<file path="src/rtl/cpu_pkg.sv">
// Shared processor definitions: word size, stack geometry, controller opcodes
// and the decoded stack command set used by stack_unit.
package cpu_pkg;

    localparam int WORD_W      = 8;
    localparam int STACK_DEPTH = 16;

    // Controller opcodes (instruction encoding of the stack processor).
    localparam logic [3:0] OP_NOP   = 4'h0;
    localparam logic [3:0] OP_PUSHI = 4'h1;
    localparam logic [3:0] OP_PUSHM = 4'h2;
    localparam logic [3:0] OP_POPM  = 4'h3;
    localparam logic [3:0] OP_ADD   = 4'h4;
    localparam logic [3:0] OP_SUB   = 4'h5;
    localparam logic [3:0] OP_AND   = 4'h6;
    localparam logic [3:0] OP_OR    = 4'h7;
    localparam logic [3:0] OP_DUP   = 4'h8;
    localparam logic [3:0] OP_SWAP  = 4'h9;
    localparam logic [3:0] OP_JMP   = 4'hA;
    localparam logic [3:0] OP_JZ    = 4'hB;

    // One resolved stack action per cycle after strobe priority is applied.
    typedef enum logic [2:0] {
        CMD_IDLE,
        CMD_XCHG,     // push & pop, stack holds data: swap top with din
        CMD_PUSH_UF,  // push & pop on empty: pop dropped, push proceeds
        CMD_POP,
        CMD_RD_UF,    // pop or tos on empty
        CMD_TOS,
        CMD_PUSH,
        CMD_PUSH_OF   // push while full: write dropped
    } stack_cmd_e;

    // Resolve the raw strobes: pop beats tos, push with tos is a plain push.
    function automatic stack_cmd_e decode_cmd(input logic push, input logic pop,
                                              input logic tos, input logic empty,
                                              input logic full);
        stack_cmd_e cmd;
        cmd = CMD_IDLE;
        if (pop) begin
            if (push) cmd = empty ? CMD_PUSH_UF : CMD_XCHG;
            else      cmd = empty ? CMD_RD_UF   : CMD_POP;
        end else if (push) begin
            cmd = full ? CMD_PUSH_OF : CMD_PUSH;
        end else if (tos) begin
            cmd = empty ? CMD_RD_UF : CMD_TOS;
        end
        return cmd;
    endfunction

endpackage

</file>
<file path="src/rtl/stack_ram.sv">
// Stack storage: DEPTH x WIDTH register array, one synchronous write port and
// one combinational read port.
module stack_ram #(
    parameter int WIDTH = 8,
    parameter int DEPTH = 16,
    parameter int AW    = $clog2(DEPTH)
) (
    input  logic             clk,
    input  logic             we,
    input  logic [AW-1:0]    waddr,
    input  logic [WIDTH-1:0] wdata,
    input  logic [AW-1:0]    raddr,
    output logic [WIDTH-1:0] rdata
);

    logic [WIDTH-1:0] mem [DEPTH];

    // Write port; data becomes readable right after the edge that writes it.
    // NOTE: the array has no reset so it maps onto plain flops/RAM without a
    // reset tree; the stack pointer alone defines which entries are valid.
    always_ff @(posedge clk) begin
        if (we) mem[waddr] <= wdata;
    end

    assign rdata = mem[raddr];

endmodule

</file>
<file path="src/rtl/stack_unit.sv">
// Operand stack: pointer, command decode, registered dout and sticky
// overflow/underflow flags around a stack_ram instance.
module stack_unit
    import cpu_pkg::*;
#(
    parameter int WIDTH = WORD_W,
    parameter int DEPTH = STACK_DEPTH
) (
    input  logic                       clk,
    input  logic                       rst,
    input  logic                       push,
    input  logic                       pop,
    input  logic                       tos,
    input  logic [WIDTH-1:0]           din,
    input  logic                       clr_err,
    output logic [WIDTH-1:0]           dout,
    output logic [$clog2(DEPTH+1)-1:0] count,
    output logic                       full,
    output logic                       empty,
    output logic                       overflow,
    output logic                       underflow
);

    localparam int PW = $clog2(DEPTH + 1);
    localparam int AW = $clog2(DEPTH);

    logic [PW-1:0]    sp_q, sp_d;
    logic [WIDTH-1:0] dout_q, dout_d;
    logic             ovf_q, ovf_d;
    logic             unf_q, unf_d;

    stack_cmd_e       cmd;
    logic             we;
    logic [AW-1:0]    waddr;
    logic [AW-1:0]    top_addr;
    logic [WIDTH-1:0] rd_data;

    assign full     = (sp_q == PW'(DEPTH));
    assign empty    = (sp_q == '0);
    // Low bits of sp minus one; at sp == DEPTH the low bits are 0 and wrap
    // to DEPTH-1, which is the correct top entry.
    assign top_addr = sp_q[AW-1:0] - AW'(1);

    stack_ram #(
        .WIDTH (WIDTH),
        .DEPTH (DEPTH),
        .AW    (AW)
    ) u_ram (
        .clk   (clk),
        .we    (we),
        .waddr (waddr),
        .wdata (din),
        .raddr (top_addr),
        .rdata (rd_data)
    );

    // Next-state decode for pointer, dout, flags and the array write.
    // NOTE: every output of this block gets a default first, so no path
    // leaves a signal unassigned and no latch is inferred.
    always_comb begin
        cmd    = decode_cmd(push, pop, tos, empty, full);
        sp_d   = sp_q;
        dout_d = dout_q;
        ovf_d  = ovf_q & ~clr_err;
        unf_d  = unf_q & ~clr_err;
        we     = 1'b0;
        waddr  = sp_q[AW-1:0];
        case (cmd)
            CMD_XCHG: begin
                dout_d = rd_data;
                we     = 1'b1;
                waddr  = top_addr;
            end
            CMD_PUSH_UF: begin
                unf_d = 1'b1;
                we    = 1'b1;
                waddr = '0;
                sp_d  = PW'(1);
            end
            CMD_POP: begin
                dout_d = rd_data;
                sp_d   = sp_q - PW'(1);
            end
            CMD_RD_UF:   unf_d  = 1'b1;
            CMD_TOS:     dout_d = rd_data;
            CMD_PUSH: begin
                we   = 1'b1;
                sp_d = sp_q + PW'(1);
            end
            CMD_PUSH_OF: ovf_d  = 1'b1;
            default: ;
        endcase
    end

    // State registers with asynchronous active-low reset.
    // NOTE: sequential state uses non-blocking assignments so all registers
    // update together from the values sampled before the edge.
    always_ff @(posedge clk or negedge rst) begin
        if (!rst) begin
            sp_q   <= '0;
            dout_q <= '0;
            ovf_q  <= 1'b0;
            unf_q  <= 1'b0;
        end else begin
            sp_q   <= sp_d;
            dout_q <= dout_d;
            ovf_q  <= ovf_d;
            unf_q  <= unf_d;
        end
    end

    assign dout      = dout_q;
    assign count     = sp_q;
    assign overflow  = ovf_q;
    assign underflow = unf_q;

endmodule
</file>
<file path="config.mk">
export PLATFORM = sky130hd
export DESIGN_NAME = stack_unit
export DESIGN_NICKNAME = d
export VERILOG_FILES = /design/src/rtl/cpu_pkg.sv /design/src/rtl/stack_ram.sv /design/src/rtl/stack_unit.sv
export SDC_FILE = /design/constraint.sdc
export NUM_CORES = 1
export LEC_CHECK = 0
export CAP_MARGIN = 15
export CORE_MARGIN = 3
export CORE_UTILIZATION = 42
export DETAILED_ROUTE_END_ITERATION = 10
export GPL_ROUTABILITY_DRIVEN = 0
export MAX_ROUTING_LAYER = met4
export SYNTH_ARGS = -nofsm -noshare
export SYNTH_HDL_FRONTEND = slang
export SYNTH_HIERARCHICAL = 1
export SYNTH_SLANG_ARGS = --single-unit
</file>
<file path="constraint.sdc">
create_clock -name clk -period 3.29 [get_ports clk]
set_input_delay 0.4935 -clock clk [delete_from_list [all_inputs] [get_ports clk]]
set_output_delay 0.4935 -clock clk [all_outputs]
set_load 0.1 [all_outputs]
</file>
==> results of run 1 <==
==> cells in the mapped netlist (2+ instances only) <==
cell | n | area [um2]
edfxtp_1 | 128 | 3840
nand2_1 | 20 | 75.1
mux4_2 | 18 | 405
a22oi_1 | 16 | 120
dfrtp_1 | 15 | 375
nor2_1 | 15 | 56.3
mux4_1 | 14 | 368
inv_1 | 8 | 30.0
mux2_1 | 8 | 90.1
o21ai_1 | 8 | 40.0
ha_1 | 6 | 75.1
nand2b_1 | 6 | 37.5
nor3_1 | 5 | 25.0
xor2_1 | 5 | 43.8
buf_2 | 4 | 20.0
buf_6 | 4 | 45.0
a21oi_1 | 3 | 15.0
a22o_1 | 3 | 26.3
clkdlybuf4s25_2 | 3 | 30.0
a21o_1 | 2 | 15.0
nand3_1 | 2 | 10.0
nand3b_1 | 2 | 15.0
xnor2_1 | 2 | 17.5
==> state kept, by name, indices dropped and copies added (netlist names) <==
signal     cells
count          5
dout           8
overflow       1
u_ram/mem    128
underflow      1
==> where the power goes <==
part	switching [mW]	internal, mW	total, mW
Combinational	2.04	1.26	3.31
Sequential	0.104	2.18	2.28
Clock	0.693	1.18	1.87
==> stage by stage <==
stage | setup TNS (ps) | util (%) | total power, mW | hold WS (ps)
after floorplan | -107170 | - | 4.83 | 198
after global placement | 0 | 50.9 | 5.62 | 474
after detailed placement | 0 | 50.9 | 5.66 | 478
after CTS | 0 | 55.2 | 7.54 | 489
after global routing | 0 | 55.2 | 7.84 | 512
final | 0 | 55.2 | 7.46 | 485
==> cell type report <==
type,count,area [um2],area share (%)
Clock buffer,19,433,5.79
Multi-Input combinational cell,155,1880,25.1
Timing Repair Buffer,54,538,7.19
Tap cell,176,220,2.94
Clock inverter,13,146,1.96
Sequential cell,143,4230,56.5
Inverter,8,35.0,0.468
==> worst max-delay path by stage <==
stage / endpoint / start / slack, ps / depth (start not counted)
global placement: u_ram/mem[4][1] / push / 100 / 11
detailed placement: u_ram/mem[4][1] / push / 130 / 11
CTS: u_ram/mem[4][1] / count[1] / 140 / 12
finish: u_ram/mem[4][3] / count[1] / 130 / 12
global route: u_ram/mem[4][3] / count[1] / 40 / 12
floorplan: u_ram/mem[4][0] / count[0] / -1000 / 10
==> cell families (layout without fill, tap and decap cells) <==
kind of cell	count (synthesis)	count (layout)	synth area share (%)
fa+ha+maj	7	7	1.59
xor+xnor	7	7	1.03
buf+inv	20	94	2.22
mux	41	41	14.6
flops	143	143	70.6
simple gates	61	61	5.46
compound gates	39	39	4.50
==> layer usage <==
layer / up-vias / GRT usage, % / routed length (um)
met5: - / - / 0
met4: 0 / 5.61 / 155
met3: 15 / 4.69 / 478
met2: 67 / 25.6 / 5730
met1: 1660 / 23.7 / 5770
li1: 1420 / - / -
==> flow_summary.ini, run 1 <==
[synth]
synth_cell_types = 44
synth_edf_count = 128
synth_seq_cells = 143
synth_warnings = 6
async_reset_ff_share_pct = 10.5
synth_seq_area_share_pct = 70.6
synth_area_mm2 = 0.00598
syn-instance-count = 318
syn_nets = 339
synth_flop_cell = edfxtp_1
postSynthAreaPerCell_um2 = 18.8

[critical_path]
reg2regPathDepth = 12
critPathBufInv = 3
end_kind = register
r2r-end = u_ram/mem[4][3]
cp.arrival_ps = 3290
crit_type = register to register
critPathSlowestCell = dfrtp_4
slowest_delay_ps = 540
rrSetupSlack_ps = 130
path_cells = inv_4 -> ha_4 -> nor4b_4 -> ha_1 -> or4_4 -> nor2_1 -> o21ai_1 -> o21ai_1 -> nand3b_1 -> buf_4 -> nor3_4 -> buf_12
crit_required_ps = 3420
crit_fanout = 8
critPathMostFrequentCell = o21ai_1
worst_setup_path_start_kind = register
path_delay_family = simple AND/OR/NAND/NOR gates
timing.rr.start = count[1]

[clocking]
cts.htree.levels = 4
clockBufferDepth = 2
cts_inserted_buffers = 17
cts.sinks = 143
hold_buffers = 0
cts_tree = done
clk_pin_slew_ps = 60
cts-root-buf = clkbuf_16
cts_resized = 0
clk_latency_ps = 420
cts_setup_buffers = 0

[min_path]
whs_endpoint = dout[0]
hp-start = dout[0]
min_path_type = register to register
whs_path_depth = 1

[finish]
diodes = 0
synthToLayoutAreaGrowth_pct = 25.2
stdcell_count = 568
drive_gt1_share_pct = 31.6
nFillCells = 1056
design_area_mm2 = 0.00748
mostFrequentLayoutCells = 128 x edfxtp_1, 25 x buf_4, 23 x clkdlybuf4s50_1
final_common_cell = edfxtp_1
layout.nets = 400

[global_route]
grt_pass1_wl_um = 19500
grt_max_degree = 34
antenna_found_initial = 0
grt_pass1_vias = 3246
grtUsageTotal_pct = 17.3
grt-ovfl-total = 0

[routing]
wirelength_um = 12100
drt-initial-drc-count = 290
via_count = 3162
wire_per_inst_um = 21.4
antenna_left = 0
vias_per_cell = 5.57
drt-pass1-iter-count = 4
remaining_drc_errors = 0

[die]
die_w_um = 125
die_h_um = 125
core_mm2 = 0.0136
dieArea_mm2 = 0.0157
rows = 42
initial_utilization_pct = 44.1
io_pins = 31

[pwr]
power_density_mw_per_mm2 = 998
peakVddDrop_v = 0.000475
leakagePower_nw = 2.58

[sta]
fin_ws_ps = 134
setup_violations = 0
finalHoldViolations = 0
slew_headroom_pct = 34.4
post-route-period-util_pct = 95.9
slew_viol_final = 0
finClkSkew_ps = 6.07
fmax_ghz = 0.317
min_period_ps = 3160
rsz0062_at_grt = false
worst_pin_slew_ps = 980

[placement]
io_buffers = 30
dp.cells = 536
postPlaceCellArea_mm2 = 0.00690
place_ws_ps = 128
hpwl_um = 8030

[outcome]
status = completed

[job]
maxCapViolations = 0
Power figures use the tool's default switching activity.
==> inputs of run 2 (changes only) <==
- CORE_ASPECT_RATIO: unset -> 1.4
- CTS_CLUSTER_DIAMETER: unset -> 60
==> run 2 against run 1 <==
  * Combinational power about the same
  * First-iteration DRC count down 48%
  * Register-to-register slack better by 50 ps
  * Global-route usage down 0.17 points
  * Routed wire length up 1.2%
  * Critical endpoint is now u_ram/mem[4][4]
  * Setup slack better by 50 ps
  * Largest cell class unchanged
  * Fmax up 1.6%
  * Clock power down 2%
==> flow_summary.ini, run 2 (same netlist as run 1, synthesis figures left out) <==
[global_route]
grt_max_degree = 33
grt_pass1_vias = 3326
antenna_found_initial = 0
grt-ovfl-total = 0
grtUsageTotal_pct = 17.2
grt_pass1_wl_um = 19100

[die]
rows = 50
core_mm2 = 0.0136
die_w_um = 107
initial_utilization_pct = 43.8
die_h_um = 147
dieArea_mm2 = 0.0157
io_pins = 31

[critical_path]
critPathMostFrequentCell = ha_4
worst_setup_path_start_kind = register
path_delay_family = simple AND/OR/NAND/NOR gates
critPathSlowestCell = dfrtp_4
crit_required_ps = 3410
path_cells = inv_4 -> ha_4 -> nor4b_4 -> ha_4 -> or4_4 -> nor2_1 -> o21ai_1 -> o21ai_2 -> nand3b_1 -> buf_4 -> nor3_4 -> buf_12
crit_fanout = 8
critPathBufInv = 3
slowest_delay_ps = 540
reg2regPathDepth = 12
critical_path_depth = 12
crit_type = register to register
cp.arrival_ps = 3230
end_kind = register

[clocking]
clockBufferDepth = 2
clk_pin_slew_ps = 60
hold_buffers = 0
cts_tree = done
cts-root-buf = clkbuf_16
cts.sinks = 143
cts_inserted_buffers = 17
cts.htree.levels = 4
clk_latency_ps = 410

[min_path]
whs_path_depth = 1
min_path_type = register to register

[finish]
final_core_util_pct = 54.9
synthToLayoutAreaGrowth_pct = 25.3
largest_reg_flops = 128
drive_gt1_share_pct = 33.4
stdcell_count = 577
layout.nets = 403
nFillCells = 1082
final_common_cell = edfxtp_1
mostFrequentLayoutCells = 128 x edfxtp_1, 31 x buf_4, 23 x clkdlybuf4s50_1
largest_register = u_ram/mem
diodes = 0

[sta]
slew_headroom_pct = 34.7
rsz0062_at_grt = false
slew_viol_final = 0
setup_violations = 0
finalHoldViolations = 0
hold_ws_ps = 486
finClkSkew_ps = 5.74
min_period_ps = 3110
worst_pin_slew_ps = 977
post-route-period-util_pct = 94.4
fin_ws_ps = 184
fmax_ghz = 0.322

[pwr]
leakagePower_nw = 2.57
power_density_mw_per_mm2 = 988
peakVddDrop_v = 0.000586
finalPower_mw = 7.40

[routing]
remaining_drc_errors = 0
via_count = 3113
wirelength_um = 12300
drt-pass1-iter-count = 5
vias_per_cell = 5.40
wire_per_inst_um = 21.3
drt-initial-drc-count = 150
antenna_left = 0

[placement]
io_buffers = 30
dp.cells = 541
hpwl_um = 8440
place_ws_ps = 54.5

[job]
maxCapViolations = 0

[outcome]
status = completed
==> run 2: path summary, 6_finish.rpt <==
kind                                   end  slack [ps]     start
max                        u_ram/mem[4][4]         180  count[1]
min                                dout[0]         490   dout[0]
max reg2reg                u_ram/mem[4][4]         180  count[1]
min reg2reg                        dout[0]         490   dout[0]
max in group asynchronous         count[1]        2240       rst
min in group asynchronous         count[0]         520       rst
==> run 2: metal layers <==
layer | share of wire, % | GRT usage (%) | vias to the layer above | routed length, um
met5 | 0 | - | - | 0
met4 | 1.0 | 5.05 | 0 | 125
met3 | 3.4 | 4.26 | 11 | 412
met2 | 53 | 28.3 | 67 | 6500
met1 | 43 | 21.0 | 1614 | 5240
li1 | - | - | 1421 | -
==> run 2: through the flow <==
stage / TNS (ps) / area (um2)
after floorplan: -107170 / 6250
after global placement: 0 / 6840
after detailed placement: 0 / 6840
after CTS: 0 / 7410
after global routing: 0 / 7490
final: 0 / 7490
==> run 2: repair_timing <==
action / 4_1_cts / 5_1_grt
gates resized for setup: 0 / 4
setup endpoints to repair: 0 / 97
setup buffers: 0 / 4
==> run 2: area by class of cell <==
cell class | count | area, um2 | area share, %
multi-input cells | 155 | 1910 | 25.4
inverters | 8 | 35.0 | 0.468
well taps | 182 | 228 | 3.04
clock inverters | 13 | 136 | 1.82
repair buffers | 57 | 523 | 6.98
clock buffers | 19 | 433 | 5.78
flip-flops and latches | 143 | 4230 | 56.5
==> run 2: report_power, final <==
part | internal [mW] | total (mW) | switching [mW]
Sequential | 2.18 | 2.29 | 0.111
Combinational | 1.26 | 3.28 | 2.02
Clock | 1.12 | 1.83 | 0.713
